[src/rtl/rename_stage_pkg.sv]
// Shared types and sizing for the register-rename stage and its free list.
package rename_stage_pkg;

    localparam int ARCH_REGS = 32;
    localparam int PHYS_REGS = 64;
    localparam int FL_DEPTH  = PHYS_REGS - ARCH_REGS;
    localparam int PREG_W    = $clog2(PHYS_REGS);
    localparam int AREG_W    = $clog2(ARCH_REGS);
    localparam int FL_IDX_W  = $clog2(FL_DEPTH);

    typedef logic [PREG_W-1:0]   preg_t;
    typedef logic [AREG_W-1:0]   areg_t;
    typedef logic [FL_IDX_W-1:0] fl_idx_t;
    typedef logic [FL_IDX_W:0]   fl_cnt_t;

    typedef struct packed {
        logic [31:0] pc;
        areg_t       rs1;
        areg_t       rs2;
        areg_t       rd;
        logic        regwrite;
    } decode_data;

    typedef struct packed {
        logic [31:0] pc;
        preg_t       ps1;
        preg_t       ps2;
        preg_t       pd;
        preg_t       old_pd;
        areg_t       rd;
        logic        regwrite;
    } rename_data;

    // Circular index advance; written out so a non-power-of-two depth still wraps correctly.
    function automatic fl_idx_t fl_next(input fl_idx_t idx);
        return (idx == fl_idx_t'(FL_DEPTH - 1)) ? '0 : idx + 1'b1;
    endfunction

endpackage

[src/rtl/rename_stage_free_list.sv]
// Circular FIFO of free physical registers, preloaded with the registers above the architectural range.
module free_list
    import rename_stage_pkg::*;
(
    input  logic    clk,
    input  logic    reset,
    input  logic    pop,
    input  logic    push,
    input  preg_t   push_preg,
    output preg_t   head_preg,
    output fl_cnt_t count,
    output logic    empty
);

    preg_t   mem [FL_DEPTH];
    fl_idx_t head;
    fl_idx_t tail;
    logic    full;
    logic    do_pop;
    logic    do_push;

    assign full      = (count == fl_cnt_t'(FL_DEPTH));
    assign empty     = (count == '0);
    assign do_pop    = pop && !empty;
    assign do_push   = push && !full;
    assign head_preg = mem[head];

    // A push into a full list would overwrite a live entry, so it is dropped.
    always_ff @(posedge clk) begin
        if (reset) begin
            for (int i = 0; i < FL_DEPTH; i++) begin
                mem[i] <= preg_t'(ARCH_REGS + i);
            end
            head  <= '0;
            tail  <= '0;
            count <= fl_cnt_t'(FL_DEPTH);
        end else begin
            assert (!(push && full));
            if (do_push) begin
                mem[tail] <= push_preg;
                tail      <= fl_next(tail);
            end
            if (do_pop) begin
                head <= fl_next(head);
            end
            if (do_push && !do_pop) begin
                count <= count + 1'b1;
            end else if (do_pop && !do_push) begin
                count <= count - 1'b1;
            end
        end
    end

endmodule

[src/rtl/rename_stage.sv]
// Rename stage: maps architectural sources/destination to physical registers via a RAT and free list.
module rename_stage
    import rename_stage_pkg::*;
(
    input  logic       clk,
    input  logic       reset,
    input  logic       valid_in,
    input  decode_data data_in,
    output logic       ready_in,
    input  logic       ready_out,
    output logic       valid_out,
    output rename_data data_out,
    input  logic       free_valid,
    input  preg_t      free_preg
);

    preg_t      rat [ARCH_REGS];
    preg_t      fl_head;
    fl_cnt_t    fl_count;
    logic       fl_empty;
    logic       slot_free;
    logic       accept;
    logic       alloc;
    rename_data next_out;

    // Stall on an empty free list even for non-allocating instructions, so ready never depends on data_in.
    assign slot_free = !valid_out || ready_out;
    assign ready_in  = slot_free && !fl_empty && !reset;
    assign accept    = valid_in && ready_in;
    assign alloc     = data_in.regwrite && (data_in.rd != '0);

    always_comb begin
        next_out          = '0;
        next_out.pc       = data_in.pc;
        next_out.ps1      = rat[data_in.rs1];
        next_out.ps2      = rat[data_in.rs2];
        next_out.rd       = data_in.rd;
        next_out.regwrite = data_in.regwrite;
        if (alloc) begin
            next_out.pd     = fl_head;
            next_out.old_pd = rat[data_in.rd];
        end
    end

    free_list u_free_list (
        .clk       (clk),
        .reset     (reset),
        .pop       (accept && alloc),
        .push      (free_valid && (free_preg != '0)),
        .push_preg (free_preg),
        .head_preg (fl_head),
        .count     (fl_count),
        .empty     (fl_empty)
    );

    // Sources were read from the pre-update table above, so rs == rd sees the old mapping.
    always_ff @(posedge clk) begin
        if (reset) begin
            for (int i = 0; i < ARCH_REGS; i++) begin
                rat[i] <= preg_t'(i);
            end
        end else begin
            assert (fl_count <= fl_cnt_t'(FL_DEPTH));
            if (accept && alloc) begin
                rat[data_in.rd] <= fl_head;
            end
        end
    end

    always_ff @(posedge clk) begin
        if (reset) begin
            valid_out <= 1'b0;
            data_out  <= '0;
        end else if (accept) begin
            valid_out <= 1'b1;
            data_out  <= next_out;
        end else if (ready_out) begin
            valid_out <= 1'b0;
        end
    end

endmodule

[config.mk]
export PLATFORM = sky130hd
export DESIGN_NAME = rename_stage
export DESIGN_NICKNAME = d
export VERILOG_FILES = /design/src/rtl/rename_stage_pkg.sv /design/src/rtl/rename_stage_free_list.sv /design/src/rtl/rename_stage.sv
export SDC_FILE = /design/constraint.sdc
export NUM_CORES = 1
export LEC_CHECK = 0
export BUFFER_PORTS_ARGS = -buffer_cell sky130_fd_sc_hd__buf_2
export CAP_MARGIN = 20
export CORE_MARGIN = 3
export CORE_UTILIZATION = 55
export CTS_BUF_LIST = sky130_fd_sc_hd__clkbuf_4 sky130_fd_sc_hd__clkbuf_8
export DETAILED_ROUTE_END_ITERATION = 10
export GPL_TIMING_DRIVEN = 0
export PLACE_DENSITY = 0.72
export SLEW_MARGIN = 10
export SYNTH_ARGS = -nofsm -noshare
export SYNTH_HDL_FRONTEND = slang
export SYNTH_HIERARCHICAL = 1
export SYNTH_SLANG_ARGS = --single-unit
[constraint.sdc]
create_clock -name clk -period 4.2 [get_ports clk]
set_input_delay 0.21 -clock clk [delete_from_list [all_inputs] [get_ports clk]]
set_output_delay 0.21 -clock clk [all_outputs]
set_load 0.005 [all_outputs]
==> impl_metrics.ini, run 1 <==
[status]
status = finished, final reports clean

[route]
detail_route.vias_per_cell = 6.57
drt_iter0_markers = 2410
finalWirelength_um = 79200
routedWlPerCell_um = 28.5
ant_nets = 0
route.detailed.drc = 0
dr.pass1.iters = 6
dr_total_vias = 18300

[yosys]
syn_inst = 1891
synth_area_um2 = 24400
yosysTopAreaCellShare_pct = 47.2
synth.avg_cell_area_um2 = 12.9
yosysSeqAreaShare_pct = 54.1
async_flop_share_pct = 0
synth_most_common_cell = edfxtp_1
yosys.area.top_type = edfxtp_1
synth.distinct_cells = 67
yosys-top-cells-count = 384 x edfxtp_1, 168 x mux4_2, 159 x nand2_1
ys.flop_type = edfxtp_1
yosys_warnings = 6
synth_enable_flop_cells = 384
ys_ff_latch = 468
synthTopCellsByArea = edfxtp_1 47%, mux4_2 15%, dfxtp_1 6.9%, and2_1 3.1%, or3_1 3.0%

[worst_setup_path]
worst_path_max_delay_cell = mux4_2
crit_top_cell = buf_2
critPathMaxStageDelay_ps = 600
cp.required_ps = 4570
cp.arrival_ps = 4410
crit_type = flop to flop
cp-end-kind = flop
cp-start-kind = flop
crit_chain = buf_2 -> buf_2 -> mux4_2 -> a221oi_1 -> nand3_2 -> inv_1 -> clkbuf_1 -> nor2_1
cp_max_fo = 10

[cts]
cts_tree = done
clock-sinks = 468
insertion_delay_ps = 660
clkTransAtPathRegs_ps = 60
cts_buffers = 79
root_buffer = clkbuf_8
cts_max_level = 3
post-cts-setup-buffers = 0
cts_buffer_depth = 3

[finish]
syn2layout_area_growth_pct = 14.3
drive_gt1_share_pct = 25.4
final_core_util_pct = 64.2
fin_cells = 2779
final_area_um2 = 27900
fin_nets = 2201
final.fill_count = 3279

[floorplanning]
dieArea_um2 = 47000
rows = 76
initial_utilization_pct = 56.2
core_um2 = 43500
die_h_um = 217
ioPinCount = 123
die_w_um = 217

[placement]
portBuffers = 114
dp_cells = 2595
dp_slack_ps = -314
detailed_place_hpwl_um = 58700
finalWeightedCongestion = 0.996
postPlaceCellArea_um2 = 25800

[sta]
fin_crit_sh_pct = 96.3
finalSetupViolCount = 0
worst_pin_slew_ps = 996
skew_ps = 27.7
finalHoldViolCount = 0
fin_hold_ws_ps = 124
maxSlewHeadroom_pct = 33.6
rsz0062_at_grt = false
period_needed_ps = 4050
drv_slew = 0
worst_slack_ps = 154
tns_ps = 0
fmax_ghz = 0.247

[pwr]
p_total_mw = 11.8
clockPowerShare_pct = 37.0
switchingPower_mw = 3.36
powerDensity_nw_per_um2 = 421
switching_share_pct = 28.6
p_int_mw = 8.40
p_seq_share_pct = 45.7
leakagePower_nw = 9.14
p_comb_share_pct = 17.3
irDropWorstVdd_mv = 0.272

[grt]
track_usage_pct = 33.7
antenna_found_initial = 0
grt_pass1_vias = 18300
overflow = 0
grt_max_degree = 12
grt_pass1_wl_um = 116000

[run]
cap_violations = 0

[worst_hold_path]
hold_class = input pin to flop
[worst max-delay path: cells and delay by family, from the launching register on]
family,cells,cell delay [ps]
buf+inv,4,1700
mux,1,600
simple gates,2,590
flops,1,300
compound gates,1,550
[cell type report]
cell class / instances / area [µm²] / area share (%)
clock buffer: 115 / 1400 / 5.02
timing repair buffer: 153 / 961 / 3.44
inverter: 16 / 60.1 / 0.215
multi-input combinational: 1247 / 10400 / 37.4
sequential: 468 / 13200 / 47.3
buffer: 164 / 807 / 2.89
antenna: 2 / 5.00 / 0.0179
tap: 585 / 732 / 2.62
clock inverter: 29 / 288 / 1.03
[cells by family (layout without fill, tap and decap cells)]
| family | after synthesis | count (layout) | synth area share, % |
|---|---|---|---|
| and+or+nand+nor | 788 | 788 | 17.3 |
| DFF | 468 | 468 | 54.1 |
| muxes | 235 | 235 | 18.2 |
| AOI/OAI and AO/OA | 202 | 202 | 6.06 |
| buffers and inverters | 181 | 477 | 3.51 |
| adders and majority gates | 13 | 13 | 0.696 |
| xor gates and xnor gates | 3 | 3 | 0.108 |
| other | 1 | 8 | 0.0153 |
[layout by cell type (no fill, tap or decap), types with 29 or more instances in the layout]
cell type	n
edfxtp_1	384
mux4_2	168
nand2_1	159
nor2_1	151
buf_2	150
and2_1	123
or3_1	117
clkbuf_1	89
clkbuf_8	86
dfxtp_1	84
nand2b_1	70
mux2i_1	67
o21ai_0	49
dlygate4sd3_1	39
o22ai_1	35
or2_2	34
nand4_1	30
clkbuf_4	29
[timing repair]
action                                  in CTS  in global routing
gates resized for setup                     15                 11
hold buffers                                39                  0
endpoints found under the setup margin     104                 61
endpoints found under the hold margin       45                  0
pin swaps                                    0                  1
[worst paths after layout]
| path | startpoint | endpoint | slack, ps | depth (start not counted) |
|---|---|---|---|---|
| max | flop | rat[9][5] | 150 | 8 |
| min | data_in[10] | data_out[22] | 120 | 4 |
| max reg2reg | flop | rat[9][5] | 150 | 8 |
| min reg2reg | data_out[37] | data_out[37] | 450 | 2 |
[per-layer routing]
layer	up-vias	track usage (%)	part of all wire (%)
met2	1275	56.0	48
met5	-	0	0
met4	0	20.0	7.1
met1	9006	41.2	34
met3	308	6.42	10
li1	7682	-	-
[power by group through the flow]
stage | logic (mW) | registers [mW] | clock network, mW
after global routing | 2.16 | 5.39 | 4.60
after detailed placement | 1.92 | 5.46 | 0
after floorplan | 1.22 | 5.42 | 0
after CTS | 1.97 | 5.37 | 4.38
final | 2.04 | 5.37 | 4.35
after global placement | 1.88 | 5.45 | 0
[flip-flops by register name (all words and copies together), names as in the netlist, named ones only]
| name | flops |
|---|---|
| u_free_list/tail | 5 |
| valid_out | 1 |
| rat | 192 |
| u_free_list/mem | 192 |
| u_free_list/head | 5 |
| u_free_list/count | 6 |
| data_out | 62 |
Note: power is estimated with default switching activity, not from simulation.
==> run 2, diff against run 1 <==
--- a/config.mk
+++ b/config.mk
@@ -6,13 +6,14 @@
 export NUM_CORES = 1
 export LEC_CHECK = 0
 export BUFFER_PORTS_ARGS = -buffer_cell sky130_fd_sc_hd__buf_2
-export CAP_MARGIN = 20
+export CELL_PAD_IN_SITES_DETAIL_PLACEMENT = 1
+export CELL_PAD_IN_SITES_GLOBAL_PLACEMENT = 2
 export CORE_MARGIN = 3
-export CORE_UTILIZATION = 55
+export CORE_UTILIZATION = 45
 export CTS_BUF_LIST = sky130_fd_sc_hd__clkbuf_4 sky130_fd_sc_hd__clkbuf_8
 export DETAILED_ROUTE_END_ITERATION = 10
 export GPL_TIMING_DRIVEN = 0
-export PLACE_DENSITY = 0.72
+export PLACE_DENSITY = 0.81
 export SLEW_MARGIN = 10
 export SYNTH_ARGS = -nofsm -noshare
 export SYNTH_HDL_FRONTEND = slang
==> run 2 against run 1 <==
Design area is essentially flat. Via count shrank 1.1%. Highest routed layer unchanged. Largest cell class unchanged. Count of clock-buffer cells in the layout shrank 4.
==> impl_metrics.ini, run 2 (synthesis results as in run 1) <==
[pwr]
switching_share_pct = 30.1
p_seq_share_pct = 46.2
clockPowerShare_pct = 35.7
powerDensity_nw_per_um2 = 416
p_total_mw = 11.6
leakagePower_nw = 9.09
p_int_mw = 8.13
irDropWorstVdd_mv = 0.258
switchingPower_mw = 3.50
p_comb_share_pct = 18.1

[floorplanning]
die_w_um = 239
ioPinCount = 123
dieArea_um2 = 57100
initial_utilization_pct = 45.9
core_um2 = 53200
rows = 84
die_h_um = 239

[grt]
track_usage_pct = 30.9
grt_max_degree = 12
grt_pass1_wl_um = 127000
grt_pass1_vias = 19000
antenna_found_initial = 2
overflow = 0

[sta]
finalHoldViolCount = 0
period_needed_ps = 4020
tns_ps = 0
fin_crit_sh_pct = 95.8
skew_ps = 36.4
maxSlewHeadroom_pct = 27.3
fin_hold_ws_ps = 71.1
drv_slew = 0
worst_pin_slew_ps = 1060
rsz0062_at_grt = false
finalSetupViolCount = 0
fmax_ghz = 0.248

[worst_setup_path]
crit_chain = buf_2 -> buf_2 -> mux4_2 -> a22o_1 -> a221oi_1 -> nand3_2 -> inv_1 -> clkbuf_2 -> nand2_1
path_buf_inv = 4
cp.required_ps = 4590
critPathMaxStageDelay_ps = 560
cpLargestDelayFamily = buffers and inverters
crit_type = flop to flop
cp-start-kind = flop
cp-end-kind = flop
cp_max_fo = 10
crit_top_cell = buf_2
ff2ff_setup_slack_ps = 180
cp.arrival_ps = 4420
worst_path_max_delay_cell = a221oi_1

[finish]
fin_cells = 2886
drive_gt1_share_pct = 25.2
final_area_um2 = 27900
syn2layout_area_growth_pct = 14.4
most-common-layout-cells = 384 x edfxtp_1, 168 x mux4_2, 159 x nand2_1, 151 x nor2_1, 150 x buf_2
largest_registers = rat x192, u_free_list/mem x192, data_out x62
final_common_cell = edfxtp_1
final.fill_count = 5391
register_area_um2 = 13200
fin_nets = 2207
multiInputGateArea_um2 = 10400

[route]
dr_total_vias = 18100
drt_iter0_markers = 1613
route.detailed.drc = 0
detail_route.vias_per_cell = 6.26
finalWirelength_um = 87800
ant_nets = 0
routedWlPerCell_um = 30.4
dr.pass1.iters = 5

[placement]
portBuffers = 114
finalWeightedCongestion = 0.977
dp_cells = 2698
postPlaceCellArea_um2 = 25900
detailed_place_hpwl_um = 66300

[cts]
insertion_delay_ps = 670
cts_max_level = 3
cts_buffer_depth = 3
clock-sinks = 468
cts_tree = done
root_buffer = clkbuf_8
clkTransAtPathRegs_ps = 60
cts_buffers = 84

[worst_hold_path]
hold_class = input pin to flop

[status]
status = finished, final reports clean

[run]
cap_violations = 0
-- run 2: what timing repair did --
action / 4_1_cts / 5_1_grt
setup buffers: 0 / 2
hold buffers: 38 / 0
endpoints found under the hold margin: 43 / 0
pin swaps: 0 / 2
endpoints found under the setup margin: 123 / 67
resized for setup: 19 / 10
-- run 2: power groups by stage --
stage               logic, mW  clock network (mW)  registers (mW)
finish                   2.10                4.15            5.38
CTS                      2.06                4.21            5.37
global placement         1.93                   0            5.45
floorplan                1.22                   0            5.42
detailed placement       1.99                   0            5.47
global route             2.23                4.43            5.40
-- run 2: path summary, 6_finish.rpt --
path	from	to	cells past startpoint
worst max-delay path	flop	rat[6][1]	9
worst min-delay path	free_preg[2]	u_free_list/mem[29][2]	2
worst max register to register	flop	rat[6][1]	9
worst min register to register	data_out[13]	data_out[13]	2
-- run 2: area by class of cell --
| type | instances | share of cell area, % |
|---|---|---|
| diodes | 2 | 0.0179 |
| plain buffers | 164 | 2.89 |
| clock buffers | 111 | 5.06 |
| clock inverters | 36 | 0.596 |
| inverters | 16 | 0.228 |
| multi-input cells | 1247 | 37.4 |
| flip-flops and latches | 468 | 47.3 |
| well taps | 688 | 3.08 |
| repair buffers | 154 | 3.46 |
-- run 2: per-stage QoR --
step | util [%] | setup WS (ps)
2_1_floorplan | - | 465
4_1_cts | 52.5 | 17.1
6_report | 52.5 | 175
5_1_grt | 52.5 | 0.163
3_5_place_dp | 48.7 | -564
3_3_place_gp | 48.7 | -510
-- run 2: worst register-to-register path, cell delays in order (launching register included) --
cell      delay [ps]
dfxtp_1          300
buf_2            320
buf_2            460
mux4_2           560
a22o_1           250
a221oi_1         560
nand3_2          430
inv_1            370
clkbuf_2         390
nand2_1          130
-- run 2: routing by layer --
layer	up-vias	GRT usage (%)	wire length (µm)
li1	7703	-	-
met1	9214	37.3	32300
met2	914	53.3	44000
met3	234	4.71	6220
met4	0	17.3	5280
met5	-	0	0
